==> config.mk <==
export PLATFORM = sky130hd
export DESIGN_NAME = cbus_arbiter
export DESIGN_NICKNAME = d
export VERILOG_FILES = /design/src/rtl/cbus_arbiter_pkg.sv /design/src/rtl/cbus_arbiter_starve_ctr.sv /design/src/rtl/cbus_arbiter.sv
export SDC_FILE = /design/constraint.sdc
export NUM_CORES = 1
export LEC_CHECK = 0
export CAP_MARGIN = 40
export CORE_AREA = 2 2 214 216
export CTS_CLUSTER_DIAMETER = 50
export DETAILED_ROUTE_END_ITERATION = 10
export DIE_AREA = 0 0 216 218
export PLACE_DENSITY_LB_ADDON = 0.25
export SLEW_MARGIN = 20
export SYNTH_ARGS = -nofsm -noshare
export SYNTH_HDL_FRONTEND = slang
export SYNTH_HIERARCHICAL = 1
export SYNTH_SLANG_ARGS = --single-unit
==> constraint.sdc <==
create_clock -name clk -period 9.13 [get_ports clk]
set_input_delay 0.913 -clock clk [delete_from_list [all_inputs] [get_ports clk]]
set_output_delay 0.913 -clock clk [all_outputs]
set_load 0.01 [all_outputs]
==> src/rtl/cbus_arbiter_pkg.sv <==
// Shared types for the core bus arbiter: access size encoding, the cbus
// request/response bundles and the arbiter FSM state encoding.
package cbus_arbiter_pkg;

  typedef enum logic [2:0] {
    MSIZE1 = 3'd0,
    MSIZE2 = 3'd1,
    MSIZE4 = 3'd2,
    MSIZE8 = 3'd3
  } msize_t;

  typedef struct packed {
    logic        valid;
    logic        is_write;
    logic [63:0] addr;
    msize_t      size;
    logic [7:0]  strobe;
    logic [63:0] data;
  } cbus_req_t;

  typedef struct packed {
    logic        ready;
    logic        last;
    logic [63:0] data;
  } cbus_resp_t;

  typedef enum logic [1:0] {
    IDLE   = 2'd0,
    BUSY_I = 2'd1,
    BUSY_D = 2'd2
  } arb_state_t;

endpackage

==> src/rtl/cbus_arbiter_starve_ctr.sv <==
// Saturating starvation counter for the fetch requester.
// Ports:
//   clk, reset : clock, asynchronous active-high reset
//   inc        : count one dbus win while ibus was waiting
//   clr        : ibus granted or no ibus request pending (wins over inc)
//   at_limit   : counter has reached LIMIT, ibus must win next arbitration
module arb_starve_ctr #(
  parameter int LIMIT = 4,
  parameter int CNT_W = 3
) (
  input  logic clk,
  input  logic reset,
  input  logic inc,
  input  logic clr,
  output logic at_limit
);

  logic [CNT_W-1:0] cnt_q, cnt_d;

  assign at_limit = (cnt_q == CNT_W'(LIMIT));

  always_comb begin
    cnt_d = cnt_q;
    if (clr) begin
      cnt_d = '0;
    end else if (inc && !at_limit) begin
      cnt_d = cnt_q + CNT_W'(1);
    end
  end

  always_ff @(posedge clk or posedge reset) begin
    if (reset) begin
      cnt_q <= '0;
    end else begin
      cnt_q <= cnt_d;
    end
  end

endmodule

==> src/rtl/cbus_arbiter.sv <==
// Core-side bus arbiter: shares one cbus between instruction fetch (ibus)
// and data memory (dbus). One whole cbus transaction is sequenced at a time
// and its final response is routed back to the owner.
// Ports:
//   clk, reset         : clock, asynchronous active-high reset
//   ireq_*             : fetch request (held until response or flush)
//   dreq_*             : data request (held until response)
//   iresp_*, dresp_*   : one-cycle response pulses with data
//   ibus/dbus_not_busy : stall hints for the pipeline
//   creq_*             : request toward the cache / uncached bus
//   cresp_*            : beats returned from the cache / uncached bus
module cbus_arbiter
  import cbus_arbiter_pkg::*;
#(
  parameter int STARVE_LIMIT = 4,
  parameter int CNT_W        = 3
) (
  input  logic        clk,
  input  logic        reset,
  input  logic        ireq_valid,
  input  logic [63:0] ireq_addr,
  input  logic        dreq_valid,
  input  logic [63:0] dreq_addr,
  input  logic [2:0]  dreq_size,
  input  logic [7:0]  dreq_strobe,
  input  logic [63:0] dreq_data,
  output logic        iresp_ready,
  output logic [63:0] iresp_data,
  output logic        dresp_ready,
  output logic [63:0] dresp_data,
  output logic        ibus_not_busy,
  output logic        dbus_not_busy,
  output logic        creq_valid,
  output logic        creq_is_write,
  output logic [63:0] creq_addr,
  output logic [2:0]  creq_size,
  output logic [7:0]  creq_strobe,
  output logic [63:0] creq_data,
  input  logic        cresp_ready,
  input  logic        cresp_last,
  input  logic [63:0] cresp_data
);

  arb_state_t state_q, state_d;
  cbus_req_t  lat_q, lat_d;
  cbus_resp_t cresp;
  logic       abandoned_q, abandoned_d;
  logic       grant_i, grant_d, done, at_limit;

  assign cresp = '{ready: cresp_ready, last: cresp_last, data: cresp_data};
  assign done  = cresp.ready && cresp.last;

  arb_starve_ctr #(
    .LIMIT (STARVE_LIMIT),
    .CNT_W (CNT_W)
  ) u_starve (
    .clk      (clk),
    .reset    (reset),
    .inc      (grant_d && ireq_valid),
    .clr      (grant_i || !ireq_valid),
    .at_limit (at_limit)
  );

  always_comb begin
    state_d     = state_q;
    lat_d       = lat_q;
    abandoned_d = abandoned_q;
    grant_i     = 1'b0;
    grant_d     = 1'b0;
    iresp_ready = 1'b0;
    dresp_ready = 1'b0;
    case (state_q)
      IDLE: begin
        abandoned_d = 1'b0;
        // dbus has priority unless ibus has been passed over too often
        grant_i = ireq_valid && (!dreq_valid || at_limit);
        grant_d = dreq_valid && !grant_i;
        if (grant_i) begin
          state_d = BUSY_I;
          lat_d   = '{valid: 1'b1, is_write: 1'b0, addr: ireq_addr,
                      size: MSIZE4, strobe: 8'h00, data: 64'h0};
        end else if (grant_d) begin
          state_d = BUSY_D;
          lat_d   = '{valid: 1'b1, is_write: |dreq_strobe, addr: dreq_addr,
                      size: msize_t'(dreq_size), strobe: dreq_strobe,
                      data: dreq_data};
        end
      end
      BUSY_I: begin
        // a flushed fetch still drains on cbus, but nobody gets the data
        if (!ireq_valid) abandoned_d = 1'b1;
        iresp_ready = done && ireq_valid && !abandoned_q;
        if (done) begin
          state_d     = IDLE;
          lat_d.valid = 1'b0;
          abandoned_d = 1'b0;
        end
      end
      BUSY_D: begin
        dresp_ready = done;
        if (done) begin
          state_d     = IDLE;
          lat_d.valid = 1'b0;
        end
      end
      default: begin
        state_d     = IDLE;
        lat_d.valid = 1'b0;
      end
    endcase
  end

  always_ff @(posedge clk or posedge reset) begin
    if (reset) begin
      state_q     <= IDLE;
      lat_q       <= '0;
      abandoned_q <= 1'b0;
    end else begin
      state_q     <= state_d;
      lat_q       <= lat_d;
      abandoned_q <= abandoned_d;
    end
  end

  assign iresp_data    = iresp_ready ? cresp.data : 64'h0;
  assign dresp_data    = dresp_ready ? cresp.data : 64'h0;
  assign ibus_not_busy = !ireq_valid || iresp_ready;
  assign dbus_not_busy = !dreq_valid || dresp_ready;

  assign creq_valid    = lat_q.valid;
  assign creq_is_write = lat_q.is_write;
  assign creq_addr     = lat_q.addr;
  assign creq_size     = lat_q.size;
  assign creq_strobe   = lat_q.strobe;
  assign creq_data     = lat_q.data;

  // the data requester may not withdraw while its transaction is on cbus
  a_dreq_held: assert property (@(posedge clk) disable iff (reset)
    (state_q == BUSY_D) |-> dreq_valid);

endmodule

# --- Word-level counts from Yosys, hierarchy flattened ---
# Cells that the tools add are included.
word_totals:
  wordCells: 60
  output_inout_bits: 273
  regBits: 147
  input_bits: 273
op_classes:
  n_reduce_logical: 25
  n_mux: 19
  n_eq_ne: 6
  add_sub_neg: 1
ops:
  columns: ["operator", "n"]
  rows:
  - ["2-to-1 mux 141 bit", 2]
  - ["2-to-1 mux 64 bit", 2]
  - ["OR reduction 8 bit", 1]
  - ["logical AND 1 bit", 7]
  - ["2-to-1 mux 1 bit", 7]
  - ["2-to-1 mux 2 bit", 3]
  - ["2-to-1 mux 3 bit", 2]
  - ["inequality test 3 bit (second input constant)", 2]
  - ["AND reduction 2 bit", 3]
  - ["nonzero test 2 bit", 3]
  - ["zero test 1 bit", 5]
  - ["logical OR 1 bit", 4]
  - ["one-hot mux 1 bit (2 select lines)", 2]
  - ["one-hot mux 2 bit (2 select lines)", 1]
  - ["adder 3 x 1 -> 3 bit (second input constant)", 1]
  - ["equality test 3 bit (second input constant)", 1]
  - ["equality test 2 x 1 -> 1 bit (second input constant)", 1]
  - ["equality test 2 bit (second input constant)", 1]
  - ["zero test 2 bit", 1]
  - ["inequality test 2 x 1 -> 1 bit (second input constant)", 1]
  - ["OR reduction 2 bit", 1]

# --- Depth between registers and ports, before layout ---
# Gate-level depths: netlist of the first run.
logic_depth:
  ltp_word: 10
  depth_mapped: 10
  mapped_depth_nobuf: 8

# --- Cells and area by module ---
# The synthesis of the first run kept the hierarchy.
by_module_without_submodules:
  columns: ["module", "cells_each", "seq_area_each_um2", "area_per_inst_um2", "n_inst"]
  rows:
  - ["cbus_arbiter", 715, 3603.5, 6966.7, 1]
  - ["arb_starve_ctr", 19, 75.1, 196.4, 1]

# --- Least setup slack after synthesis of the first run ---
# OpenSTA, ideal clock, no wires.
synth_timing:
  path_type: "input to output"
  start: "in ireq_valid"
  end: "out iresp_data[14]"
  stages: 5
  slack_ps: 6450
  arrival_ps: 1767
  path_cell_list: "nor2b_1 > and4_1 > clkbuf_2 > clkbuf_2 > and2_1"
synth_between:
  elab_chain_cells: 4
synth_lines:
  columns: ["item", "line", "source"]
  rows:
  - ["start, declared", "cbus_arbiter.sv:20", "input logic ireq_valid,"]
  - ["logical AND 1 bit (2 in series)", "cbus_arbiter.sv:92", "iresp_ready = done && ireq_valid && !abandoned_q;"]
  - ["2-to-1 mux 1 bit", "cbus_arbiter.sv:72", "case (state_q)"]
  - ["2-to-1 mux 64 bit", "cbus_arbiter.sv:125", "assign iresp_data = iresp_ready ? cresp.data : 64'h0;"]
  - ["end, declared", "cbus_arbiter.sv:28", "output logic [63:0] iresp_data,"]
# Every way passes these cells.

# --- Worst setup path in the final report of the first run ---
layout_timing:
  start: "in ireq_valid"
  end: "out iresp_data[23]"
# Same word-level chain as after synthesis.

==> metrics.txt, run 1 <==
mapped cell area=7160 sq um; sequential area share after synthesis=roughly half; Final Slew Violations=0; largest net degree at the start of global routing=73; Syn Area/Cell=around 10 sq um; Hold Slack=~500 ps; fraction of layout cells with a size suffix above 1=4.48%; Resized Gates After CTS=0; Critical R2R Launch=state_q[0]; Ys Warns=6; drt via density=4.14; Bufs on Longest Clock Path=2; relative slew slack=around 44%; Max Cap Viol=0; Final Non-Filler Cells=1,851; Worst Skew=17.4 ps; WP depth=6; Post-CTS Hold Fix Bufs=0; Worst-path clk slew=roughly 70 ps; Seq cells post-synth=147; Area after DPL=13,200 sq um; fin crit share=around 47%; vias in the first global route=7,723; total chip power=approximately 3.7 mW; CTS Buf Count=17; Max VDD drop=0.000121 V; leakage power=5.46 nW; overall routing resource usage=14.4%; die width=216 microns; Min-Delay Startpoint=creq_valid; slowest cell delay on critical path=590 ps; DRT Wirelength=35.2 mm; maximum clock frequency=235 MHz; worst slew pin tran=834 ps; CTS H-tree depth=4; RSZ-0062 raised after global routing=false; Final Net Count=approximately 1,500; Hold Path Class=flop to flop; R2R Path End=creq_addr[11]; setup TNS=0 ps; Setup CP Type=input pin to output port; Final Wtd Congestion=~0.83; CTS root buf=clkbuf_16; Core Box Area=44,900 sq um; FP Rows=78; syn_nets=roughly 1,000; initial antenna violation count=0; cell mode on critical path=buf_4; worst reg-to-reg path cell count=8; CP max FO=57; Die ar.=47,100 sq um; dpl cells=~1,800; Top delay family on crit path=buffers and inverters; min Tclk post-route=4250 ps; crit path DAT=3340 ps; Worst path slowest cell=clkdlybuf4s50_1; crit start category=input pin; critical path launch point=ireq_valid; area delta synth->final=92.8%; DRT iter0 DRCs=305; post-DP HPWL=25.7 mm; Wirelength per Cell=19.0 microns; Crit path required time=8220 ps; Reg2Reg Setup Slack=6380 ps; n_diodes=0; Bufs and invs on worst path=3; worst setup path end=iresp_data[23]; Finished Cell Area=roughly 14,000 sq um; DRC Markers=0; drt pass-1 iters=4; Setup Buffers After CTS=0; cell area power density=265 nW/um^2; Initial Utilization=16.0%; later-pin clock latency in the skew report=460 ps; IO Port Bufs=545; worst-path cell chain=buf_4, nor2b_1, and4_1, buf_4, and2_1, clkdlybuf4s50_1; Final Setup Violations=0; global-route wire length before repair=roughly 51 mm; CTS tree=built; Die Y=218 microns; final count of hold timing violations=0; I/O pin cnt=546; Clock Sinks=147; Syn Inst Count=734; status=finished clean; Worst setup EP type=output port; Synth cell types=35; Final ANT Viol Nets=0; DR vias=7,671; Overflow after GRT=0
-- per-stage QoR --
stage          worst slack (ps)  utilization [%]
2_1_floorplan              4350                -
3_3_place_gp               4810             29.2
3_5_place_dp               4820             29.5
4_1_cts                    4820             30.8
5_1_grt                    4640             30.8
6_report                   4880             30.8
-- worst min path at each step --
stage                          to  cells after the start
floorplan              state_q[1]                      1
global placement       creq_valid                      1
detailed placement     creq_valid                      1
CTS                 creq_data[25]                      1
global route        creq_data[52]                      1
finish                 creq_valid                      1
-- placed cells by master, fill, tap and decap left out, drive strengths merged --
master,netlist,final
nor4,2,2
clkinv,0,1
nand2b,5,5
and4b,1,1
bufinv,0,2
o22a,1,1
a22o,76,76
o21a,1,1
and4,1,1
buf,40,16
a31oi,64,64
mux2i,1,1
o21ai,65,65
a21boi,2,2
ha,5,5
clkinvlp,0,1
nor2,68,68
nand2,3,3
clkbuf,34,17
clkdlybuf4s50,0,544
nor2b,2,2
nor3b,1,1
nor3,2,2
and2,129,129
inv,8,18
mux2,1,1
and3,2,2
a211oi,1,1
a21o,3,3
dfrtp,147,147
a21oi,68,68
and2b,1,1
-- flip-flops by register name (all words and copies together), names as in the netlist --
register / cells
abandoned_q: 1
creq_addr: 64
state_q: 2
creq_valid: 1
creq_strobe: 8
creq_data: 64
creq_is_write: 1
u_starve/cnt_q: 3
creq_size: 3
-- layout make-up --
class	instances	area (sq um)
tap	600	751
sequential	147	3680
inverter	8	35.0
fill	4671	31100
multi-input combinational	505	3100
clock buffer	17	425
clock inverter	14	163
timing repair buffer	560	5660
-- metal layers --
metal,track usage (%),up-vias,routed length [microns]
li1,-,3615,-
met1,17.0,3732,14300
met2,24.5,286,17600
met3,4.52,38,2430
met4,5.16,0,813
met5,0,-,0
-- report_power, final --
part	internal, mW	leakage (nW)	switching, mW
clock network	0.410	0.289	0.324
logic	0.963	3.41	0.841
registers	0.955	1.77	0.166
-- cells in the mapped netlist (all sizes together) --
master  count  area, sq um
dfrtp     147         3680
and2      129          807
a22o       76          666
a21oi      68          344
nor2       68          255
o21ai      65          337
a31oi      64          400
buf        40          234
clkbuf     34          135
inv         8         30.0
ha          5         62.6
nand2b      5         31.3
a21o        3         22.5
nand2       3         11.3
a21boi      2         18.8
and3        2         12.5
nor2b       2         12.5
nor3        2         10.0
nor4        2         12.5
a211oi      1         7.51
and2b       1         7.51
and4        1         8.76
and4b       1         10.0
mux2        1         15.0
mux2i       1         10.0
nor3b       1         7.51
o21a        1         7.51
o22a        1         8.76
-- logic make-up (layout without fill, tap and decap cells) --
group	after synthesis	after routing	share of synthesized area, %
compound gates	281	281	25.3
simple gates	217	217	16.6
flops	147	147	51.4
buf+inv	82	599	5.57
fa+ha+maj	5	5	0.873
mux	2	2	0.349
No activity file was read; power rests on OpenSTA's default activity.
==> inputs of run 2 (changes only) <==
Settings changed: CORE_AREA 2 2 214 216 to 2 2 210 212, DIE_AREA 0 0 216 218 to 0 0 212 214.
Clock period 9.13 ns to 4.3 ns, I/O delays scaled along.
==> run 2 against run 1 <==
Non-clock buffer count did not move. Clock skew shrank 3.6 ps. Combinational power increased by 110%. Worst setup slack worse by 3700 ps. Critical path depth unchanged. Largest cell class unchanged.
==> metrics.txt, run 2 (synthesized netlist as in run 1, its figures left out) <==
status=finished clean; Die ar.=45,400 sq um; DRT iter0 DRCs=422; Setup CP Type=input pin to output port; Worst path slowest cell=clkdlybuf4s50_1; WP depth=6; Reg2Reg Setup Slack=1900 ps; global-route wire length before repair=53.0 mm; CTS tree=built; Hold Slack=278 ps; Max VDD drop=about 0.00037 V; cell mode on critical path=buf_4; CP max FO=66; RSZ-0062 raised after global routing=false; cell area power density=approximately 560 nW/um^2; setup TNS=0 ps; dpl cells=1,804; crit path DAT=2720 ps; Worst setup EP type=output port; fin crit share=73.3%; leakage power=5.44 nW; Bufs and invs on worst path=3; Fill cells=approximately 4,500; Top delay family on crit path=buffers and inverters; IO Port Bufs=545; Final Net Count=around 1,500; R2R Path End=u_starve/cnt_q[0]; drt pass-1 iters=6; Wirelength per Cell=20.3 microns; post-DP HPWL=27.7 mm; Critical R2R Launch=u_starve/cnt_q[0]; Hold Path Class=input pin to async pin; CTS root buf=clkbuf_16; Die Y=214 microns; CTS H-tree depth=4; Final Slew Violations=0; Final WS setup=1150 ps; Final Setup Violations=0; largest net degree at the start of global routing=141; worst slew pin tran=761 ps; FP Rows=76; Overflow after GRT=0; Bufs on Longest Clock Path=2; Setup Buffers After CTS=0; worst reg-to-reg path cell count=9; Post-CTS Hold Fix Bufs=0; DRT Wirelength=37.2 mm; final count of hold timing violations=0; relative slew slack=49.3%; Core Box Area=42,900 sq um; DR vias=7,688; I/O pin cnt=546; later-pin clock latency in the skew report=450 ps; Crit path required time=3870 ps; Final Non-Filler Cells=1,838; maximum clock frequency=317 MHz; Setup Slack @ Placement=around 1100 ps; Max Cap Viol=0; fraction of layout cells with a size suffix above 1=4.63%; worst-path cell chain=buf_4, nor2b_1, and4_2, buf_4, and2_1, clkdlybuf4s50_1; Final ANT Viol Nets=0; vias in the first global route=7,822; Resized Gates After CTS=0; Finished Core Util=32.1%; die width=212 microns; Initial Utilization=16.7%; initial antenna violation count=2; CTS Buf Count=17; most frequent cells in the layout=clkdlybuf4s50_1 (544), dfrtp_1 (147), and2_1 (129); commonest non-fill, non-tap cell in the layout=clkdlybuf4s50_1; drt via density=4.18; Worst Skew=13.8 ps; min Tclk post-route=3150 ps; Worst-path clk slew=60 ps; area delta synth->final=92.4%; DRC Markers=0; overall routing resource usage=approximately 16%; Final Wtd Congestion=0.817; crit start category=input pin; slowest cell delay on critical path=between 600 and 700 ps; Clock Sinks=147
run 2: worst max-delay path by stage:
stage,startpoint,to,slack (ps)
finish,ireq_valid,iresp_data[42],1150
global route,ireq_valid,iresp_data[42],1020
CTS,ireq_valid,iresp_data[42],1110
detailed placement,ireq_valid,iresp_data[42],1120
global placement,cresp_last,dbus_not_busy,1060
floorplan,reset,abandoned_q,4
run 2: report_power, final:
| group | leakage, nW | total [mW] | switching [mW] | internal, mW |
|---|---|---|---|---|
| sequential | 1.77 | 2.37 | 0.344 | 2.03 |
| combinational | 3.40 | 3.85 | 1.79 | 2.05 |
| clock | 0.278 | 1.50 | 0.660 | 0.837 |
| total | 5.44 | 7.72 | 2.80 | 4.92 |
run 2: area by class of cell:
cell class                 instances  area, sq um  area share [%]
timing repair buffer             560         5640            41.0
sequential                       147         3680            26.7
multi-input combinational        505         3110            22.6
tap                              585          732            5.31
clock buffer                      20          457            3.31
clock inverter                    12          120           0.872
inverter                           8         35.0           0.254
antenna                            1         2.50          0.0182
run 2: per-stage QoR:
stage          cell area, sq um  power (mW)
2_1_floorplan              7160        4.08
3_3_place_gp              13100        6.21
3_5_place_dp              13200        6.28
4_1_cts                   13700        7.85
5_1_grt                   13800        8.22
6_report                  13800        7.72
run 2: routing by layer:
metal / track usage, % / vias to the layer above / wire length [microns] / part of all wire (%)
li1: - / 3620 / - / -
met1: 16.5 / 3713 / 13500 / 36
met2: 29.9 / 315 / 19900 / 54
met3: 4.76 / 38 / 2830 / 7.6
met4: 6.17 / 2 / 961 / 2.6
met5: 0 / - / 13 / 0.035
